**config.mk**
```make
export PLATFORM = sky130hd
export DESIGN_NAME = pipeline_controller
export DESIGN_NICKNAME = d
export VERILOG_FILES = /design/src/rtl/pipeline_controller_pkg.sv /design/src/rtl/pipeline_controller_sat_counter.sv /design/src/rtl/pipeline_controller.sv
export SDC_FILE = /design/constraint.sdc
export NUM_CORES = 1
export LEC_CHECK = 0
export CAP_MARGIN = 30
export CORE_MARGIN = 2
export CORE_UTILIZATION = 30
export CTS_BUF_LIST = sky130_fd_sc_hd__clkbuf_8 sky130_fd_sc_hd__clkbuf_16
export CTS_CLUSTER_DIAMETER = 120
export DETAILED_ROUTE_END_ITERATION = 10
export PLACE_DENSITY = 0.57
export SLEW_MARGIN = 20
export SYNTH_ARGS = -nofsm -noshare
export SYNTH_HDL_FRONTEND = slang
export SYNTH_HIERARCHICAL = 1
export SYNTH_SLANG_ARGS = --single-unit
```
**constraint.sdc**
```tcl
create_clock -name clk -period 2.02 [get_ports clk]
set_input_delay 0.303 -clock clk [delete_from_list [all_inputs] [get_ports clk]]
set_output_delay 0.303 -clock clk [all_outputs]
set_load 0.02 [all_outputs]
```
**src/rtl/pipeline_controller_pkg.sv**
```systemverilog
// Shared definitions for the pipeline stall/flush sequencer.
//   ENABLE/DISABLE     : polarity of pipeline-register enables and flush controls
//   pc_state_t         : sequencer FSM states
//   pipe_ctrl_input_t  : bundled hazard/branch/memory/halt requests
//   pipe_ctrl_output_t : bundled per-stage enables and bubble controls
package pipeline_controller_pkg;

    localparam logic ENABLE  = 1'b1;
    localparam logic DISABLE = 1'b0;

    typedef enum logic [1:0] {
        RUN      = 2'd0,
        MEM_WAIT = 2'd1,
        HALT     = 2'd2,
        FAULT    = 2'd3
    } pc_state_t;

    typedef struct packed {
        logic stall_req;
        logic branch_taken;
        logic dmem_req;
        logic dmem_ready;
        logic halt_req;
    } pipe_ctrl_input_t;

    typedef struct packed {
        logic en_f;
        logic en_d;
        logic en_x;
        logic en_m;
        logic flush_d;
        logic flush_x;
        logic flush_w;
    } pipe_ctrl_output_t;

    // Frozen pipeline: nothing advances, nothing is bubbled.
    function automatic pipe_ctrl_output_t ctrl_frozen();
        pipe_ctrl_output_t c;
        c.en_f    = DISABLE;
        c.en_d    = DISABLE;
        c.en_x    = DISABLE;
        c.en_m    = DISABLE;
        c.flush_d = DISABLE;
        c.flush_x = DISABLE;
        c.flush_w = DISABLE;
        return c;
    endfunction

endpackage

```
**src/rtl/pipeline_controller_sat_counter.sv**
```systemverilog
// Saturating up-counter: counts inc cycles and holds at all-ones.
//   clk, reset (sync, active-high), inc : count request
//   count                               : current value
module sat_counter #(
    parameter int unsigned WIDTH = 16
) (
    input  logic             clk,
    input  logic             reset,
    input  logic             inc,
    output logic [WIDTH-1:0] count
);

    always_ff @(posedge clk) begin
        if (reset) begin
            count <= '0;
        end else if (inc && (count != '1)) begin
            count <= count + WIDTH'(1);
        end
    end

endmodule

```
**src/rtl/pipeline_controller.sv**
```systemverilog
// Central stall/flush sequencer for the 5-stage pipeline.
//   Inputs : stall_req (load-use), branch_taken (X), dmem_req/dmem_ready (M),
//            halt_req (W), clk, reset (sync, active-high)
//   Outputs: en_F/D/X/M register enables, flush_D/X/W bubble controls (all
//            combinational from state + inputs), halted, fault (state decodes),
//            stall_cnt / flush_cnt saturating performance counters.
module pipeline_controller
    import pipeline_controller_pkg::*;
#(
    parameter int unsigned MEM_TIMEOUT = 16,
    parameter int unsigned CNT_W       = 16
) (
    input  logic             clk,
    input  logic             reset,
    input  logic             stall_req,
    input  logic             branch_taken,
    input  logic             dmem_req,
    input  logic             dmem_ready,
    input  logic             halt_req,
    output logic             en_F,
    output logic             en_D,
    output logic             en_X,
    output logic             en_M,
    output logic             flush_D,
    output logic             flush_X,
    output logic             flush_W,
    output logic             halted,
    output logic             fault,
    output logic [CNT_W-1:0] stall_cnt,
    output logic [CNT_W-1:0] flush_cnt
);

    localparam int unsigned WAIT_W    = $clog2(MEM_TIMEOUT) + 1;
    localparam int unsigned WAIT_LAST = MEM_TIMEOUT - 1;

    pc_state_t         state;
    pc_state_t         state_next;
    logic [WAIT_W-1:0] wait_cnt;
    logic [WAIT_W-1:0] wait_next;
    pipe_ctrl_input_t  req;
    pipe_ctrl_output_t ctrl;
    logic              mem_stall;
    logic              stall_inc;
    logic              flush_inc;

    assign req.stall_req    = stall_req;
    assign req.branch_taken = branch_taken;
    assign req.dmem_req     = dmem_req;
    assign req.dmem_ready   = dmem_ready;
    assign req.halt_req     = halt_req;

    assign mem_stall = req.dmem_req & ~req.dmem_ready;

    // State and wait-cycle register; wait_cnt = completed wait cycles of the
    // current access, zero whenever no access is waiting.
    always_ff @(posedge clk) begin
        if (reset) begin
            state    <= RUN;
            wait_cnt <= '0;
        end else begin
            state    <= state_next;
            wait_cnt <= wait_next;
        end
    end

    // Priority resolution: halt > memory wait > branch flush > load-use stall.
    always_comb begin
        ctrl       = ctrl_frozen();
        state_next = state;
        wait_next  = '0;
        stall_inc  = 1'b0;
        flush_inc  = 1'b0;

        case (state)
            RUN, MEM_WAIT: begin
                if (req.halt_req) begin
                    state_next = HALT;
                end else if (mem_stall) begin
                    ctrl.flush_w = ENABLE;
                    stall_inc    = 1'b1;
                    // The first wait cycle is spent in RUN (wait_cnt 0), so
                    // the compare fires on the edge ending wait cycle MEM_TIMEOUT.
                    if (wait_cnt == WAIT_W'(WAIT_LAST)) begin
                        state_next = FAULT;
                    end else begin
                        state_next = MEM_WAIT;
                        wait_next  = wait_cnt + WAIT_W'(1);
                    end
                end else if (req.branch_taken) begin
                    // D holds a wrong-path instruction, so its stall request is moot.
                    ctrl.en_f    = ENABLE;
                    ctrl.en_d    = ENABLE;
                    ctrl.en_x    = ENABLE;
                    ctrl.en_m    = ENABLE;
                    ctrl.flush_d = ENABLE;
                    ctrl.flush_x = ENABLE;
                    flush_inc    = 1'b1;
                    state_next   = RUN;
                end else if (req.stall_req) begin
                    ctrl.en_x    = ENABLE;
                    ctrl.en_m    = ENABLE;
                    ctrl.flush_x = ENABLE;
                    stall_inc    = 1'b1;
                    state_next   = RUN;
                end else begin
                    ctrl.en_f  = ENABLE;
                    ctrl.en_d  = ENABLE;
                    ctrl.en_x  = ENABLE;
                    ctrl.en_m  = ENABLE;
                    state_next = RUN;
                end
            end
            default: begin
                // HALT and FAULT hold the pipeline frozen until reset.
                state_next = state;
            end
        endcase
    end

    assign en_F    = ctrl.en_f;
    assign en_D    = ctrl.en_d;
    assign en_X    = ctrl.en_x;
    assign en_M    = ctrl.en_m;
    assign flush_D = ctrl.flush_d;
    assign flush_X = ctrl.flush_x;
    assign flush_W = ctrl.flush_w;

    assign halted = (state == HALT);
    assign fault  = (state == FAULT);

    sat_counter #(.WIDTH(CNT_W)) u_stall_cnt (
        .clk   (clk),
        .reset (reset),
        .inc   (stall_inc),
        .count (stall_cnt)
    );

    sat_counter #(.WIDTH(CNT_W)) u_flush_cnt (
        .clk   (clk),
        .reset (reset),
        .inc   (flush_inc),
        .count (flush_cnt)
    );

endmodule

```
==> results by stage <==
Power and ir drop:
- The design draws 1510 µW.
- The static leakage is 0.00105 µW.
- IR analysis of the VDD net gives a maximum drop of 0.000289 V.
- The total power density per cell area is 514 mW/mm².

Drt:
- In the routed design, unresolved DRC markers number 0.
- The via count is 2,052.
- After the first detailed-routing iteration, the DRC count stood at 74.
- In the final routed layout, each cell accounts on average for 13.9 µm.
- The detailed-router iteration count before antenna repair is 4.
- The count of nets left with antenna violations once routing finished came out at 0.
- The number of vias per cell after detailed routing is 5.30.
- The routed design has 5380 µm of wire.

Clock tree:
- The number of clock buffers added by TritonCTS is 5.
- The clock edge transition at the registers on the reported setup and hold paths is roughly 80 ps.
- TritonCTS built the clock tree.
- The tree is rooted in a sky130_fd_sc_hd__clkbuf_8.
- The clock network latency to the later pin of the worst-skew pair is 290 ps.
- The clock tree buffer depth is 2.
- The number of buffers inserted by hold repair at cts is 0.
- The clock tree synthesis step divided the H-tree into 2 levels.
- For this design, the sink count on the clock tree is 39.

Die:
- The site row count is 30.
- The starting density of the core is 0.305.
- The number of top-level design ports is 48.
- Measured along the x axis, the die boundary spans 86.4 µm.
- Measured along the y axis, the die boundary spans 86.4 µm.
- In this run the standard cell core region covers 0.00668 mm².
- The floorplan step defined a die boundary enclosing roughly 0.0075 mm².

Global route:
- For met3 alone, demand over resource in global routing was 0.0343.
- The via count of the first global-routing pass is 1,989.
- The layer with the highest usage after global routing is met2.
- The met1 usage is 0.189.
- Summed over all layers, the global routing overflow is 0.
- The largest net degree at the start of global routing is 25.
- The initial antenna violation count was 0.
- In the global route stage, met2 resource usage came out at 0.258.
- The total track usage is 0.151.
- The global-route wire length before repair is 9140 µm.

Yosys:
- The number of nets handed over by synthesis was 247.
- The number of enable-type register cells in the synthesized netlist is 0.
- The post-synthesis average cell area is roughly 8.6 µm².
- Of the synthesized area, sequential elements account for 0.383.
- For this run, the leading register cell type out of synthesis is sky130_fd_sc_hd__dfxtp_1.
- The netlist area before placement is 0.00204 mm².
- After synthesis the netlist holds a flip-flop and latch count of 39.
- Counting flops with an async set or reset pin after synthesis yields a share of 0.
- Of the post-synthesis cell area, the dominant cell type holds 0.383.
- During synthesis, Yosys emitted a total of 6 warnings.
- After technology mapping, the gate count stands at 236.
- Sorting the synthesized cells by area gives the leading types as sky130_fd_sc_hd__dfxtp_1 38%, sky130_fd_sc_hd__a21oi_1 5.2%, sky130_fd_sc_hd__or4_1 5.2%.
- Synthesis instantiated 39 different standard cells from the library.
- Summed over all instances, the cell type with the most area after synthesis is sky130_fd_sc_hd__dfxtp_1.

Finish:
- The number of diodes is 0.
- Excluding fillers, the count of instances in the completed layout stands at 387.
- The top cell types in the final layout, fill and taps aside, are 39 x sky130_fd_sc_hd__clkdlybuf4s50_1, 39 x sky130_fd_sc_hd__dfxtp_1, 25 x sky130_fd_sc_hd__buf_4.
- The number of nets in the layout is 317.
- The filler cells instantiated in the layout total 676.
- The share of final-layout standard cells stronger than drive strength 1 is 0.192.
- From synthesis to final layout, the design area changed by 43.9%.
- The design area is 0.00293 mm².

Timing:
- Hold timing on the final database bottoms out at a slack of 438 ps.
- The relative max-transition margin is 0.662.
- Setup violations remaining at the end of the flow were counted as 0.
- Across the routed clock network, the largest skew measured is 10.9 ps.
- The fmax is 507 MHz.
- The count of final max-slew check failures is 0.
- The clock period could shrink to 1970 ps.
- The hold violation total from the final report was 0.
- The slew at the pin closest to its max-slew limit is 500 ps.
- The post-route worst setup slack is ~47 ps.
- The share of the clock period used by the worst path after layout is 0.977.

Placed design:
- In this run, placement finished with an instance count of 378.
- The congestion estimate from routability-driven global placement came to 0.784.
- The area of placed instances is 0.00276 mm².
- The count of input and output buffers is 47.
- The post-placement setup slack is -377 ps.
- The HPWL after detailed placement is 3790 µm.

Worst setup path:
- STA classifies the critical path endpoint as a flip-flop.
- STA puts the critical path data required time at 2250 ps.
- Among all stages on the critical path, the largest delay is contributed by sky130_fd_sc_hd__or4_1.
- The signal on the critical path passes through clkdlybuf4s50_1 > nand2b_4 > a211oi_2 > buf_4 > nand2_1 > buf_4 > or4_1 > a21oi_1.
- The maximum fanout encountered on the critical timing path is 9.
- For the worst setup path, the data arrival time is 2200 ps.
- The most numerous cell type found on the critical path is sky130_fd_sc_hd__buf_4.
- The kind of launch point of the worst setup path is an input pin.
- The highest cell delay on the worst timing path is 470 ps.
- The type of the worst setup path is input pin to flip-flop.

Min path:
- The tightest min-delay check is of the input pin to flip-flop type.

Flow run:
- The number of max-cap violations is 0.

Outcome:
- The flow ran to the end, and the final reports show no timing, DRC or antenna violations.
synthesized netlist by cell type, types with 3 or more instances:
| cell | n |
|---|---|
| sky130_fd_sc_hd__and3_1 | 3 |
| sky130_fd_sc_hd__nor3_1 | 10 |
| sky130_fd_sc_hd__or4_1 | 14 |
| sky130_fd_sc_hd__a21oi_1 | 21 |
| sky130_fd_sc_hd__o21ai_0 | 8 |
| sky130_fd_sc_hd__o31ai_1 | 12 |
| sky130_fd_sc_hd__o21a_1 | 3 |
| sky130_fd_sc_hd__nand4_1 | 6 |
| sky130_fd_sc_hd__and4_1 | 6 |
| sky130_fd_sc_hd__clkbuf_1 | 4 |
| sky130_fd_sc_hd__nand2_1 | 13 |
| sky130_fd_sc_hd__inv_1 | 10 |
| sky130_fd_sc_hd__or3_1 | 6 |
| sky130_fd_sc_hd__nor2b_1 | 5 |
| sky130_fd_sc_hd__nand3_1 | 13 |
| sky130_fd_sc_hd__nor2_1 | 17 |
| sky130_fd_sc_hd__dfxtp_1 | 39 |
| sky130_fd_sc_hd__ha_1 | 4 |
| sky130_fd_sc_hd__nor4_1 | 4 |
| sky130_fd_sc_hd__xnor2_1 | 5 |
registers in the layout (all words and copies together) (netlist names):
| name | cells |
|---|---|
| state | 2 |
| wait_cnt | 5 |
| u_stall_cnt/count | 16 |
| u_flush_cnt/count | 16 |
power by group:
| group | leakage, µW | internal (µW) | switching (µW) | total (µW) |
|---|---|---|---|---|
| registers | 0.000315 | 774 | 9.27 | 784 |
| logic | 0.000675 | 67.5 | 67.4 | 135 |
| clock network | 0.0000557 | 307 | 281 | 588 |
kinds of logic (layout without fill, tap and decap cells):
family,count (synthesis),after routing,share of synthesized area
DFF,39,39,0.383
and+or+nand+nor,114,114,0.356
AOI/OAI and AO/OA,49,49,0.147
adders and majority gates,4,4,0.0246
xor gates and xnor gates,6,6,0.0258
muxes,4,4,0.0209
buffers and inverters,20,91,0.0418
per-layer routing:
layer / vias up / share of wire / routed length (µm)
met4: 0 / 0.0097 / 52
li1: 1025 / - / -
met1: 973 / 0.48 / 2570
met2: 49 / 0.47 / 2530
met5: - / 0 / 0
met3: 5 / 0.042 / 225
path summary, 6_finish.rpt:
check / start / end / slack [ps] / cells after the start
worst max register to register: u_flush_cnt/count[0]$_SDFFE_PP0P_ / u_flush_cnt/count[2]$_SDFFE_PP0P_ / 200 / 6
worst max-delay path: branch_taken / u_stall_cnt/count[15]$_SDFFE_PP0P_ / 50 / 8
worst min-delay path: dmem_ready / state[0]$_SDFFE_PP0P_ / 440 / 4
worst min register to register: wait_cnt[0]$_SDFF_PP0_ / wait_cnt[0]$_SDFF_PP0_ / 450 / 1
critical path, delay by kind of cell:
family / cells / cell delay, ps
AO/OA/AOI/OAI: 2 / 380
buffers and inverters: 3 / 800
AND/OR/NAND/NOR: 3 / 710
cell type report:
class	count	area, µm²	share of cell area
clock buffers	7	96.3	0.0329
clock inverters	1	3.75	0.00128
inverters	10	37.5	0.0128
multi-input cells	177	1250	0.425
flip-flops and latches	39	781	0.266
well taps	80	100	0.0341
repair buffers	73	667	0.227
timing repair:
item | CTS | global route
pin swaps | 1 | 3
resized for setup | 16 | 16
buffers inserted | 0 | 1
endpoints found under the setup margin | 12 | 26
stage by stage:
stage / util / TNS, ps
2_1_floorplan: - / 0
3_3_place_gp: 0.413 / -7570
3_5_place_dp: 0.413 / -8520
4_1_cts: 0.430 / -5.39
5_1_grt: 0.439 / -31.1
6_report: 0.439 / 0
Note: power is estimated with default switching activity, not from simulation.
